[src/rtl/dino_input_pkg.sv]
// Shared constants for the player input path: default debounce/repeat timing
// and named channel indices for the button bank.
package dino_input_pkg;

  localparam int unsigned DEF_CNT_WIDTH      = 4;
  localparam int unsigned DEF_DEBOUNCE_TICKS = 8;
  localparam int unsigned DEF_REPEAT_DELAY   = 32;
  localparam int unsigned DEF_REPEAT_PERIOD  = 8;

  // Channel indices as wired to the player buttons.
  localparam int unsigned CH_UP   = 0;
  localparam int unsigned CH_DOWN = 1;

  // True when a debounce length can be counted by a counter of the given width
  // without wrapping (the counter only ever reaches ticks-1).
  function automatic bit ticks_fit(input int unsigned ticks, input int unsigned width);
    return (ticks >= 1) && (width < 32) && (ticks < (32'd1 << width));
  endfunction

endpackage

[src/rtl/button_debounce_chan.sv]
// One button channel: 2-flop synchroniser, optional polarity inversion,
// tick-gated debounce counter, registered level and single-cycle press/release
// pulses. Auto-repeat on long hold is built only when BUTTON_REPEAT_EN is defined.
module button_debounce_chan
  import dino_input_pkg::*;
#(
  parameter int unsigned CNT_WIDTH      = DEF_CNT_WIDTH,
  parameter int unsigned DEBOUNCE_TICKS = DEF_DEBOUNCE_TICKS,
  parameter bit          ACTIVE_LOW     = 1'b0,
  parameter int unsigned REPEAT_DELAY   = DEF_REPEAT_DELAY,
  parameter int unsigned REPEAT_PERIOD  = DEF_REPEAT_PERIOD
) (
  input  logic clk,
  input  logic reset,
  input  logic tick_en,
  input  logic btn_raw,
  output logic btn_level,
  output logic btn_press,
  output logic btn_release
);

  localparam logic [CNT_WIDTH-1:0] CNT_LAST = CNT_WIDTH'(DEBOUNCE_TICKS - 1);

  logic                 s1_q, s2_q;
  logic                 cur;
  logic [CNT_WIDTH-1:0] cnt_q, cnt_d;
  logic                 level_q;
  logic                 press_q, release_q;
  logic                 accept;
  logic                 rep_fire;

  // Bring the asynchronous pin into the clk domain.
  always_ff @(posedge clk) begin
    if (reset) begin
      s1_q <= 1'b0;
      s2_q <= 1'b0;
    end else begin
      s1_q <= btn_raw;
      s2_q <= s1_q;
    end
  end

  // Internally a pressed button always reads 1.
  assign cur = s2_q ^ ACTIVE_LOW;

  // A differing input is accepted on the tick that completes the debounce window.
  assign accept = (cur != level_q) && tick_en && (cnt_q == CNT_LAST);

  // Debounce counter: any agreement with the current level restarts the window.
  always_comb begin
    cnt_d = cnt_q;
    if (cur == level_q) begin
      cnt_d = '0;
    end else if (tick_en) begin
      cnt_d = accept ? '0 : cnt_q + 1'b1;
    end
  end

`ifdef BUTTON_REPEAT_EN
  localparam int unsigned REP_WIDTH = $clog2(REPEAT_DELAY + 1);
  localparam logic [REP_WIDTH-1:0] REP_LAST  = REP_WIDTH'(REPEAT_DELAY - 1);
  localparam logic [REP_WIDTH-1:0] REP_REARM = REP_WIDTH'(REPEAT_DELAY - REPEAT_PERIOD);

  logic [REP_WIDTH-1:0] rep_cnt_q, rep_cnt_d;

  // Repeat never fires on the cycle the level is being released, so press and
  // release stay mutually exclusive.
  assign rep_fire = level_q && tick_en && !accept && (rep_cnt_q == REP_LAST);

  // Count held ticks; after each repeat, restart so the next fires REPEAT_PERIOD later.
  always_comb begin
    rep_cnt_d = rep_cnt_q;
    if (!level_q || accept) begin
      rep_cnt_d = '0;
    end else if (tick_en) begin
      rep_cnt_d = rep_fire ? REP_REARM : rep_cnt_q + 1'b1;
    end
  end

  // Repeat counter state.
  always_ff @(posedge clk) begin
    if (reset) begin
      rep_cnt_q <= '0;
    end else begin
      rep_cnt_q <= rep_cnt_d;
    end
  end
`else
  logic unused_repeat_cfg;
  assign unused_repeat_cfg = ^{REPEAT_DELAY, REPEAT_PERIOD};
  assign rep_fire          = 1'b0;
`endif

  // Debounce state, stable level and registered edge pulses.
  always_ff @(posedge clk) begin
    if (reset) begin
      cnt_q     <= '0;
      level_q   <= 1'b0;
      press_q   <= 1'b0;
      release_q <= 1'b0;
    end else begin
      cnt_q     <= cnt_d;
      level_q   <= accept ? cur : level_q;
      press_q   <= (accept && cur) || rep_fire;
      release_q <= accept && !cur;
    end
  end

  assign btn_level   = level_q;
  assign btn_press   = press_q;
  assign btn_release = release_q;

endmodule

[src/rtl/button_debounce_bank.sv]
// N-channel button conditioner: replicates button_debounce_chan per channel
// and rejects illegal timing configurations at elaboration.
// Optional auto-repeat: define BUTTON_REPEAT_EN.
module button_debounce_bank
  import dino_input_pkg::*;
#(
  parameter int unsigned NUM_CH         = 2,
  parameter int unsigned CNT_WIDTH      = DEF_CNT_WIDTH,
  parameter int unsigned DEBOUNCE_TICKS = DEF_DEBOUNCE_TICKS,
  parameter bit          ACTIVE_LOW     = 1'b0,
  parameter int unsigned REPEAT_DELAY   = DEF_REPEAT_DELAY,
  parameter int unsigned REPEAT_PERIOD  = DEF_REPEAT_PERIOD
) (
  input  logic              clk,
  input  logic              reset,
  input  logic              tick_en,
  input  logic [NUM_CH-1:0] btn_raw,
  output logic [NUM_CH-1:0] btn_level,
  output logic [NUM_CH-1:0] btn_press,
  output logic [NUM_CH-1:0] btn_release
);

  if (NUM_CH < 1) begin : g_bad_num_ch
    $error("button_debounce_bank: NUM_CH must be at least 1");
  end

  if (!ticks_fit(DEBOUNCE_TICKS, CNT_WIDTH)) begin : g_bad_ticks
    $error("button_debounce_bank: DEBOUNCE_TICKS must be in 1..2^CNT_WIDTH-1");
  end

`ifdef BUTTON_REPEAT_EN
  if (REPEAT_DELAY < 1 || REPEAT_PERIOD < 1 || REPEAT_PERIOD > REPEAT_DELAY) begin : g_bad_rep
    $error("button_debounce_bank: need 1 <= REPEAT_PERIOD <= REPEAT_DELAY");
  end
`endif

  for (genvar i = 0; i < NUM_CH; i++) begin : g_chan
    button_debounce_chan #(
      .CNT_WIDTH      (CNT_WIDTH),
      .DEBOUNCE_TICKS (DEBOUNCE_TICKS),
      .ACTIVE_LOW     (ACTIVE_LOW),
      .REPEAT_DELAY   (REPEAT_DELAY),
      .REPEAT_PERIOD  (REPEAT_PERIOD)
    ) u_chan (
      .clk         (clk),
      .reset       (reset),
      .tick_en     (tick_en),
      .btn_raw     (btn_raw[i]),
      .btn_level   (btn_level[i]),
      .btn_press   (btn_press[i]),
      .btn_release (btn_release[i])
    );
  end

endmodule

[config.mk]
export PLATFORM = sky130hd
export DESIGN_NAME = button_debounce_bank
export DESIGN_NICKNAME = d
export VERILOG_FILES = /design/src/rtl/dino_input_pkg.sv /design/src/rtl/button_debounce_chan.sv /design/src/rtl/button_debounce_bank.sv
export SDC_FILE = /design/constraint.sdc
export NUM_CORES = 1
export LEC_CHECK = 0
export CAP_MARGIN = 15
export CORE_MARGIN = 3
export CORE_UTILIZATION = 35
export DETAILED_ROUTE_END_ITERATION = 8
export PLACE_DENSITY_LB_ADDON = 0.1
export SKIP_CTS_REPAIR_TIMING = 1
export SKIP_LAST_GASP = 1
export SLEW_MARGIN = 10
export SYNTH_ARGS = -nofsm -noshare
export SYNTH_HDL_FRONTEND = slang
export SYNTH_HIERARCHICAL = 1
export SYNTH_SLANG_ARGS = --single-unit
[constraint.sdc]
create_clock -name clk -period 1.9 [get_ports clk]
set_input_delay 0.475 -clock clk [delete_from_list [all_inputs] [get_ports clk]]
set_output_delay 0.475 -clock clk [all_outputs]
set_load 0.1 [all_outputs]
---- After elaboration in Yosys (flattened, before gate mapping) ----
Index checks and enable logic that the tools add are counted.
word-level totals
  register bits after elaboration ......... 18
  input port bits ......................... 5
  word-level logic and storage cells ...... 34
cells by class
  add/subtract/negate cells ............... 2
  eq/ne operators ......................... 6
  multiplexer cells ....................... 2
  reduce and logical (&&, ||, !) cells .... 12
operators by type and width
  cell                                                              count
  4-bit by 1-bit adder with 4-bit output (second input constant)    2
  4-bit by 3-bit == test with 1-bit output (second input constant)  2
  1-bit logical AND                                                 8
  4-bit 2-to-1 mux                                                  2
  2-bit OR reduction                                                2
  1-bit == test                                                     2
  1-bit logical NOT                                                 2
  1-bit != test                                                     2

---- Longest topological paths before layout ----
Gate-level depths: netlist (run 1).
  word-level depth ........................ 4
  mapped depth ............................ 4
  depth with buffers taken out ............ 4

---- Hierarchy ----
Netlist (run 1), hierarchy kept.
by module, submodules not included
  module                times used  cells an instance  area an instance (um2)  seq. area each (um2)
  button_debounce_chan  2           31                 335.3                   180.2

---- Worst setup path after synthesis (run 1) ----
No wires, ideal clock.
  path kind ............................... register -> register
  start ................................... register g_chan[0].u_chan.level_q
  end ..................................... register g_chan[0].u_chan.cnt_q[0]
  data arrival time ....................... 1.416 ns
  data required time ...................... 1.784 ns
  path slack .............................. 0.369 ns
  cell stages (with the launch flop) ...... 4
  path buffers ............................ 0
  period minus slack after synthesis ...... 1.531 ns
  path through ............................ dfxtp_1 nand2b_1 a21oi_1 and3_1
on the way
  longest elaborated chain between the ends .. 4
  elaborated cells on any way between the ends .. 6
  those cells by class .................... eq/ne (2); mux (1); reduce/logical (3)
RTL lines
  element                         line                         text
  start: declaration              button_debounce_chan.sv:27   logic level_q;
  start signal: assignment        button_debounce_chan.sv:103  level_q <= accept ? cur : level_q;
  1-bit != test                   button_debounce_chan.sv:47   assign accept = (cur != level_q) && tick_en && (cnt_q == CNT_LAST);
  1-bit logical AND (2 in a row)  button_debounce_chan.sv:47
  4-bit 2-to-1 mux                button_debounce_chan.sv:55   cnt_d = accept ? '0 : cnt_q + 1'b1;
  end signal: assignment          button_debounce_chan.sv:102  cnt_q <= cnt_d;
  end: declaration                button_debounce_chan.sv:26   logic [CNT_WIDTH-1:0] cnt_q, cnt_d;
Several ways; a longest one is shown, not always the timed one.
A chain may end at the register's enable or synchronous reset.

---- Worst setup path after layout (run 1) ----
  start ................................... input tick_en
  end ..................................... register g_chan[0].u_chan.cnt_q[3]
on the way
  longest elaborated chain between the ends .. 3
RTL lines
  element                         line                        text
  start: declaration              button_debounce_bank.sv:16  input logic tick_en,
  1-bit logical AND (2 in a row)  button_debounce_chan.sv:47
  4-bit 2-to-1 mux                button_debounce_chan.sv:55
Several ways; a longest one is shown, not always the timed one.

==> results of run 1 <==
==> kinds of logic after synthesis <==
logic type / Yosys count / share of synthesized area
AO/OA/AOI/OAI: 4 / 0.03731
adder cells (fa/ha/maj): 2 / 0.03731
AND/OR/NAND/NOR: 28 / 0.2500
XOR/XNOR: 6 / 0.07836
flip-flops: 18 / 0.5373
multiplexers: 4 / 0.05970
==> flip-flops by register name, summed over array words and instances (netlist names) <==
register,flops
g_chan.u_chan/cnt_q,8
g_chan.u_chan/btn_level,2
g_chan.u_chan/btn_press,2
g_chan.u_chan/btn_release,2
g_chan.u_chan/cur,2
g_chan.u_chan/s1_q,2
==> cell usage after synthesis (all sizes together) <==
master  instances  share of area
dfxtp          18           0.54
nor2            6          0.034
and3            4          0.037
mux2i           4          0.060
nand2b          4          0.037
nor2b           4          0.037
nor3            4          0.030
xor2            4          0.052
a21o            2          0.022
a21oi           2          0.015
ha              2          0.037
nand2           2          0.011
nand4           2          0.019
nand4b          2          0.045
xnor2           2          0.026
==> cell usage in the layout, fill, tap and decap left out <==
cell	synthesis	layout
and3_1	4	4
dfxtp_1	18	18
mux2i_1	4	4
nor3_1	4	4
nand2_1	2	2
xnor2_1	2	2
clkdlybuf4s50_1	0	4
buf_4	0	2
clkbuf_4	0	3
xor2_1	4	4
nand4b_2	2	2
nand2b_1	4	4
buf_12	0	6
ha_1	2	2
clkbuf_8	0	1
nor2_1	6	6
a21oi_1	2	2
nor2b_1	4	4
nand4_1	2	2
a21o_1	2	2
==> final cells by class <==
class,instances,area [um2],area share
Sequential cell,18,360.3,0.3945
Multi-Input combinational cell,44,310.3,0.3397
Timing Repair Buffer,12,175.2,0.1918
Clock buffer,4,36.28,0.03973
Tap cell,25,31.28,0.03425
==> worst register-to-register path, delay by kind of cell (launching register included) <==
family | cells | cell delay (ns)
adder cells (fa/ha/maj) | 1 | 0.20
flip-flops | 1 | 0.38
multiplexers | 1 | 0.19
AND/OR/NAND/NOR | 2 | 0.23
==> worst max-delay path by stage <==
| stage | cells past startpoint | to | slack [ns] |
|---|---|---|---|
| after floorplan | 3 | g_chan[0].u_chan/cnt_q[0] | 0.37 |
| after global placement | 4 | g_chan[1].u_chan/btn_level | 0.16 |
| after detailed placement | 4 | g_chan[0].u_chan/cnt_q[3] | 0.15 |
| after CTS | 4 | g_chan[0].u_chan/cnt_q[3] | 0.45 |
| after global routing | 4 | g_chan[0].u_chan/cnt_q[3] | 0.38 |
| final | 4 | g_chan[0].u_chan/cnt_q[3] | 0.45 |
==> stage by stage <==
stage / hold slack (ns) / instances / worst slack (ns) / cell area, um2
2_1_floorplan: 0.4138 / 62 / 0.3690 / 670.6
3_3_place_gp: 0.4173 / 99 / 0.1590 / 877.1
3_5_place_dp: 0.4246 / 99 / 0.1469 / 877.1
4_1_cts: 0.4486 / 103 / 0.4543 / 913.4
5_1_grt: 0.4571 / 103 / 0.3790 / 913.4
6_report: 0.4448 / 103 / 0.4507 / 913.4
==> layer usage <==
layer  GRT usage  vias to the layer above  wire length, um
met4     0.04147                        0               13
met2      0.1211                        6              395
met3     0.02719                        2               33
met5           0                        -                0
li1            -                      247                -
met1      0.1386                      210              561
==> where the power goes <==
group	leakage [nW]	total (mW)	switching [mW]	internal [mW]
Clock	0.0210	0.223	0.107	0.116
Sequential	0.146	0.384	0.00213	0.382
Combinational	0.225	0.0296	0.0131	0.0165
Total	0.392	0.637	0.122	0.515
==> metrics, run 1 <==
overall power 636.8 uW; initial antenna violation count 0; PwrDens 697.2 nW/um2; drt drc 0; Synth Register Bits 18; Mapped Area 670.6 um2; post-DR wirelength/cell 9.738 um; worst-path maximum fanout 8; Area Overhead vs Synth 36.19%; drt first-iter violations 3; ANT nets after route 0; r2r startpoint g_chan[1].u_chan/cnt_q[0]; worst-margin pin slew 0.3716 ns; setup TNS 0 ns; syn_area_per_cell 10.82 um2; worst reg2reg path endpoint g_chan[1].u_chan/btn_level; syn nets 69; max incr delay on CP 0.67 ns; Final Hold Vio Count 0; RSZ-0062 raised after global routing false; die width 49.78 um; CTS tree done; crit path DAT 1.63 ns; Clock Skews 0.0008557 ns; Core Area 1764 um2; Finished Core Util 0.5177; R2R cell count 4; Reg clk slew, reported paths 0.10 ns; outcome finished clean; I/O Buffers 10; worst path bufs/invs 1; Layout Nets 86; layout cell share with drive strength beyond 1 0.1795; relative slew slack 0.7515; H-tree depth 1; n_diodes 0; first-pass GRT wire length 1814 um; Final Cycle Share 0.7628; max-slew violations 0; Starting Density 0.3801; register-to-register setup slack 0.80 ns; Worst EP required 2.08 ns; vias in the first global route 418; fill count 162; synth unique cells 15; min-delay src g_chan[1].u_chan/s1_q; register area share after synthesis 0.5373; GRT overflow 0; DR pass1 iterations 4; CP Cell Sequence clkdlybuf4s50_1 -> nand4_1 -> xnor2_1 -> and3_1; Syn. warnings 6; MaxCap Viol Count 0; clk buf depth 2; routability-driven placement congestion ratio 0.7329; Hold Crit Depth 1; Lkg Pwr 0.3919 nW; min cycle time layout 1.449 ns; FMAX 690.0 MHz; Hold EP g_chan[1].u_chan/cur; Worst-Skew Late Latency 0.28 ns; Hold WC Path Type flop to flop; worst setup path startpoint tick_en; final setup fails 0; Top Ports 11; CTS sink cnt 18; Synth Instances 62; Die ar. 2478 um2; Rows 15; clock root cell clkbuf_4; Worst setup EP type flop; Setup crit start kind input port; routed wire length 1003 um; largest net degree at the start of global routing 12; CP Class input port to flop; peak supply drop 0.4065 mV; Vias 465; CP max stage cell clkdlybuf4s50_1; TritonCTS Buffers 3; Die Ht 49.78 um; vias per inst 4.515; dpl hpwl 748.3 um; Worst path top cell family by delay buffers and inverters; Total GRT Usage 0.09316
Note: power is estimated with default switching activity, not from simulation.
==> run 2, diff against run 1 <==
==> constraint.sdc (replaced) <==
create_clock -name clk -period 1.4 [get_ports clk]
set_input_delay 0.35 -clock clk [delete_from_list [all_inputs] [get_ports clk]]
set_output_delay 0.35 -clock clk [all_outputs]
set_load 0.1 [all_outputs]
==> run 2 against run 1 <==
  * Critical path depth grew 1
  * Total power increased by 37%
  * Non-clock buffer count is 2 higher
  * Clock power grew 38%
  * Count of clock-buffer cells in the layout did not move
  * Cell area grew 1.9%
  * First-iteration DRC count decreased by 100%
  * Sequential power increased by 36%
  * Via count grew 1.1%
  * Flip-flop and latch count stayed put
  * Critical endpoint is now g_chan[0].u_chan/cnt_q[2]
  * Largest power group unchanged
==> metrics, run 2 (synthesis gave the netlist of run 1 again) <==
Layout Nets 88; min cycle time layout 1.252 ns; Starting Density 0.3801; I/O Buffers 10; H-tree depth 1; clock root cell clkbuf_4; Area Overhead vs Synth 38.81%; TritonCTS Buffers 3; worst-path maximum fanout 6; GRT overflow 0; Clock Skews 0.005081 ns; Hold Crit Depth 1; fill count 172; crit path DAT 1.43 ns; Hold EP g_chan[1].u_chan/cur; routability-driven placement congestion ratio 0.7136; CTS tree done; RSZ-0062 raised after global routing false; Placed Area 894.6 um2; CTS sink cnt 18; Lkg Pwr 0.4026 nW; Top reg by flops g_chan.u_chan/cnt_q; Top Ports 11; worst-margin pin slew 0.2859 ns; CP Class input port to flop; register-to-register setup slack 0.31 ns; Final Cell Area 930.9 um2; Rows 15; Worst-Skew Late Latency 0.28 ns; Total GRT Usage 0.09994; hold_ws 0.4474 ns; worst reg2reg path endpoint g_chan[1].u_chan/btn_level; CP Cell Sequence clkdlybuf4s50_1 -> buf_4 -> nand2_1 -> xor2_1 -> nor2_1; largest net degree at the start of global routing 11; routed wire length 1086 um; footprint of the multi-input gates 310.3 um2; min-delay src g_chan[1].u_chan/s1_q; most common library cell in the layout ignoring fill and taps dfxtp_1; met1 WL 559 um; drt first-iter violations 0; R2R cell count 4; setup TNS 0 ns; Met2 Routed Length 477 um; Worst EP required 1.58 ns; Finished Core Util 0.5277; Core Area 1764 um2; final setup fails 0; PwrDens 938.3 nW/um2; DR pass1 iterations 1; relative slew slack 0.8088; Worst setup EP type flop; post-DR wirelength/cell 10.34 um; Setup crit start kind input port; Die Ht 49.78 um; ANT nets after route 0; MaxCap Viol Count 0; n_diodes 0; Vias 470; dpl hpwl 842 um; layout cell share with drive strength beyond 1 0.2250; r2r startpoint g_chan[1].u_chan/cnt_q[0]; Max Used Layer met4; die width 49.78 um; vias in the first global route 448; Final Cycle Share 0.8943; max incr delay on CP 0.62 ns; max-slew violations 0; Reg clk slew, reported paths 0.10 ns; outcome finished clean; Final Hold Vio Count 0; Met3 Wirelength 38 um; max reg flops 8; overall power 873.4 uW; peak supply drop 0.6321 mV; vias per inst 4.476; most frequent cells in the layout dfxtp_1, nor2_1, buf_12; drt drc 0; clk buf depth 2; sequential cell area 362.8 um2; CP max stage cell clkdlybuf4s50_1; FMAX 798.7 MHz; Die ar. 2478 um2; initial antenna violation count 0; Hold WC Path Type flop to flop; first-pass GRT wire length 1890 um
## run 2: final cells by class
cell class / count / share of cell area
flip-flops and latches: 18 / 0.3898
clock buffers: 4 / 0.03898
well taps: 25 / 0.03360
multi-input cells: 44 / 0.3333
repair buffers: 14 / 0.2043
## run 2: through the flow
stage                     setup slack [ns]  instances
after floorplan                     0.1410         62
after CTS                           0.1546        105
after global routing               0.09533        105
final                               0.1480        105
after global placement             -0.1489        101
after detailed placement           -0.1515        101
## run 2: how the worst max path moves through the flow
stage,start,end,cells past startpoint
2_1_floorplan,g_chan[0].u_chan/btn_press,btn_press[0],0
4_1_cts,tick_en,g_chan[0].u_chan/cnt_q[3],4
3_3_place_gp,tick_en,g_chan[0].u_chan/cnt_q[3],4
3_5_place_dp,tick_en,g_chan[0].u_chan/cnt_q[1],4
5_1_grt,tick_en,g_chan[0].u_chan/cnt_q[1],4
6_report,tick_en,g_chan[0].u_chan/cnt_q[2],5
## run 2: critical path, delay by kind of cell
| family | cells | cell delay (ns) |
|---|---|---|
| buffers and inverters | 2 | 0.82 |
| xor gates and xnor gates | 1 | 0.14 |
| and+or+nand+nor | 2 | 0.12 |
## run 2: metal layers
metal  track usage  vias up
li1              -      250
met1        0.1304      213
met5             0        -
met4       0.06912        0
met3       0.02115        2
met2        0.1454        5
## run 2: power by group
part,total (mW),switching (mW),internal [mW]
clock,0.308,0.150,0.158
sequential,0.521,0.00291,0.518
combinational,0.0442,0.0184,0.0258
total,0.873,0.172,0.702
==> run 3, diff against run 2 <==
==> constraint.sdc (replaced) <==
create_clock -name clk -period 1.07 [get_ports clk]
set_input_delay 0.2675 -clock clk [delete_from_list [all_inputs] [get_ports clk]]
set_output_delay 0.2675 -clock clk [all_outputs]
set_load 0.1 [all_outputs]
==> run 3 against run 2 <==
  * The run now ends with setup timing left
  * Non-clock buffer count up 5
  * Combinational power up 46%
  * Flip-flop and latch count unchanged
  * Routed wire length up 2.0%
  * Cell count up 4.8%
  * Critical path depth down 4
  * Via count up 3.8%
  * Sequential power up 30%
  * Register-to-register slack worse by 0.25 ns
  * Setup slack worse by 0.18 ns
  * Die area unchanged
==> metrics, run 3 (synthesis gave the netlist of run 1 again) <==
Worst path top cell family by delay flip-flops; CP Cell Sequence buf_12; worst path bufs/invs 1; CP Class flop to output pin; Starting Density 0.3801; Hold WC Path Type flop to flop; Logic pwr share 0.057; failing checks setup timing; Final Cycle Share 1.033; Net Switching 222.6 uW; worst reg2reg path endpoint g_chan[1].u_chan/btn_level; ANT nets after route 0; Final Hold Vio Count 0; worst-path maximum fanout 4; Flop pwr share 0.593; Finished Core Util 0.5759; MaxCap Viol Count 0; Reg clk slew, reported paths 0.10 ns; Core Area 1764 um2; register-to-register setup slack 0.06 ns; Sw Ratio 0.1953; most frequent cells in the layout dfxtp_1, buf_4, nor2_1, dfxtp_2, buf_12; routed wire length 1108 um; most common library cell in the layout ignoring fill and taps dfxtp_1; drt drc 0; Layout Nets 93; initial antenna violation count 0; n_diodes 0; crit path DAT 0.84 ns; design internal power 917.2 uW; I/O Buffers 10; Rows 15; routability-driven placement congestion ratio 0.7225; layout cell share with drive strength beyond 1 0.3647; r2r startpoint g_chan[1].u_chan/cnt_q[0]; RSZ-0062 raised after global routing true; FMAX 904.4 MHz; worst setup path startpoint g_chan[0].u_chan/btn_level; drt first-iter violations 4; max-slew violations 0; peak supply drop 0.6435 mV; relative slew slack 0.7534; H-tree depth 1; vias per inst 4.436; vias in the first global route 460; Die ar. 2478 um2; worst-margin pin slew 0.3693 ns; Top reg by flops g_chan.u_chan/cnt_q; Worst setup EP type output pin; final setup fails 6; setup ws final -0.03574 ns; Top Ports 11; Clock Skews 0.003408 ns; Crit path depth 1; Worst-Skew Late Latency 0.28 ns; Area Overhead vs Synth 51.49%; R2R cell count 4; clock root cell clkbuf_4; post-DR wirelength/cell 10.07 um; min cycle time layout 1.106 ns; max incr delay on CP 0.38 ns; dpl ws -0.4277 ns; Die Ht 49.78 um; CTS sink cnt 18; dpl hpwl 835.4 um; Lkg Pwr 0.4531 nW; PwrDens 1122 nW/um2; DR pass1 iterations 4; Setup crit start kind flop; Total GRT Usage 0.09943; first-pass GRT wire length 1876 um; power share of the clock group 0.350; Worst EP required 0.80 ns; outcome complete, but fails checks; crit path capture btn_level[0]; TritonCTS Buffers 3; die width 49.78 um; Vias 488; CP max stage cell dfxtp_4; CTS tree done; largest net degree at the start of global routing 11; clk buf depth 2; max reg flops 8; GRT overflow 0
run 3: cell count changes in the layout (fill, tap and decap cells not counted), moves of 2 or more:
cell	delta
nand4b_2	-2
dfxtp_1	-6
nand4b_4	+2
dfxtp_4	+2
dfxtp_2	+4
ha_1	-2
buf_4	+5
run 3: worst min-delay path by stage:
stage,startpoint,endpoint,slack (ns),depth (start not counted)
2_1_floorplan,reset,g_chan[0].u_chan/btn_level,0.33,1
3_3_place_gp,g_chan[1].u_chan/s1_q,g_chan[1].u_chan/cur,0.42,1
3_5_place_dp,g_chan[0].u_chan/s1_q,g_chan[0].u_chan/cur,0.43,1
4_1_cts,g_chan[0].u_chan/s1_q,g_chan[0].u_chan/cur,0.45,1
5_1_grt,g_chan[0].u_chan/s1_q,g_chan[0].u_chan/cur,0.46,1
6_report,g_chan[0].u_chan/s1_q,g_chan[0].u_chan/cur,0.45,1
run 3: per-stage QoR:
| step | std cells | power, mW | setup TNS [ns] | hold WS, ns | cell area, um2 |
|---|---|---|---|---|---|
| final | 110 | 1.140 | -0.08034 | 0.4470 | 1016 |
| after global routing | 110 | 1.205 | -0.3734 | 0.4595 | 1016 |
| after CTS | 110 | 1.158 | -1.157 | 0.4527 | 978.4 |
| after detailed placement | 106 | 0.7546 | -5.760 | 0.4290 | 942.2 |
| after global placement | 106 | 0.7541 | -5.381 | 0.4205 | 942.2 |
| after floorplan | 62 | 0.7086 | 0 | 0.3302 | 683.2 |
run 3: power by group through the flow:
stage / clock network, mW / registers [mW] / logic, mW
floorplan: 0 / 0.691 / 0.0174
global placement: 0 / 0.691 / 0.0628
detailed placement: 0 / 0.691 / 0.0631
CTS: 0.419 / 0.676 / 0.0635
global route: 0.457 / 0.678 / 0.0706
finish: 0.399 / 0.676 / 0.0647
run 3: layout make-up:
cell class | instances | area [um2]
fillers | 167 | 748.2
clock buffers | 4 | 36.28
well taps | 25 | 31.28
multi-input cells | 44 | 342.8
flip-flops and latches | 18 | 375.4
repair buffers | 19 | 230.2
run 3: layer usage:
layer,GRT usage,vias up,part of all wire
li1,-,259,-
met1,0.1234,218,0.50
met2,0.1454,9,0.44
met3,0.03021,2,0.042
met4,0.06912,0,0.015
met5,0,-,0
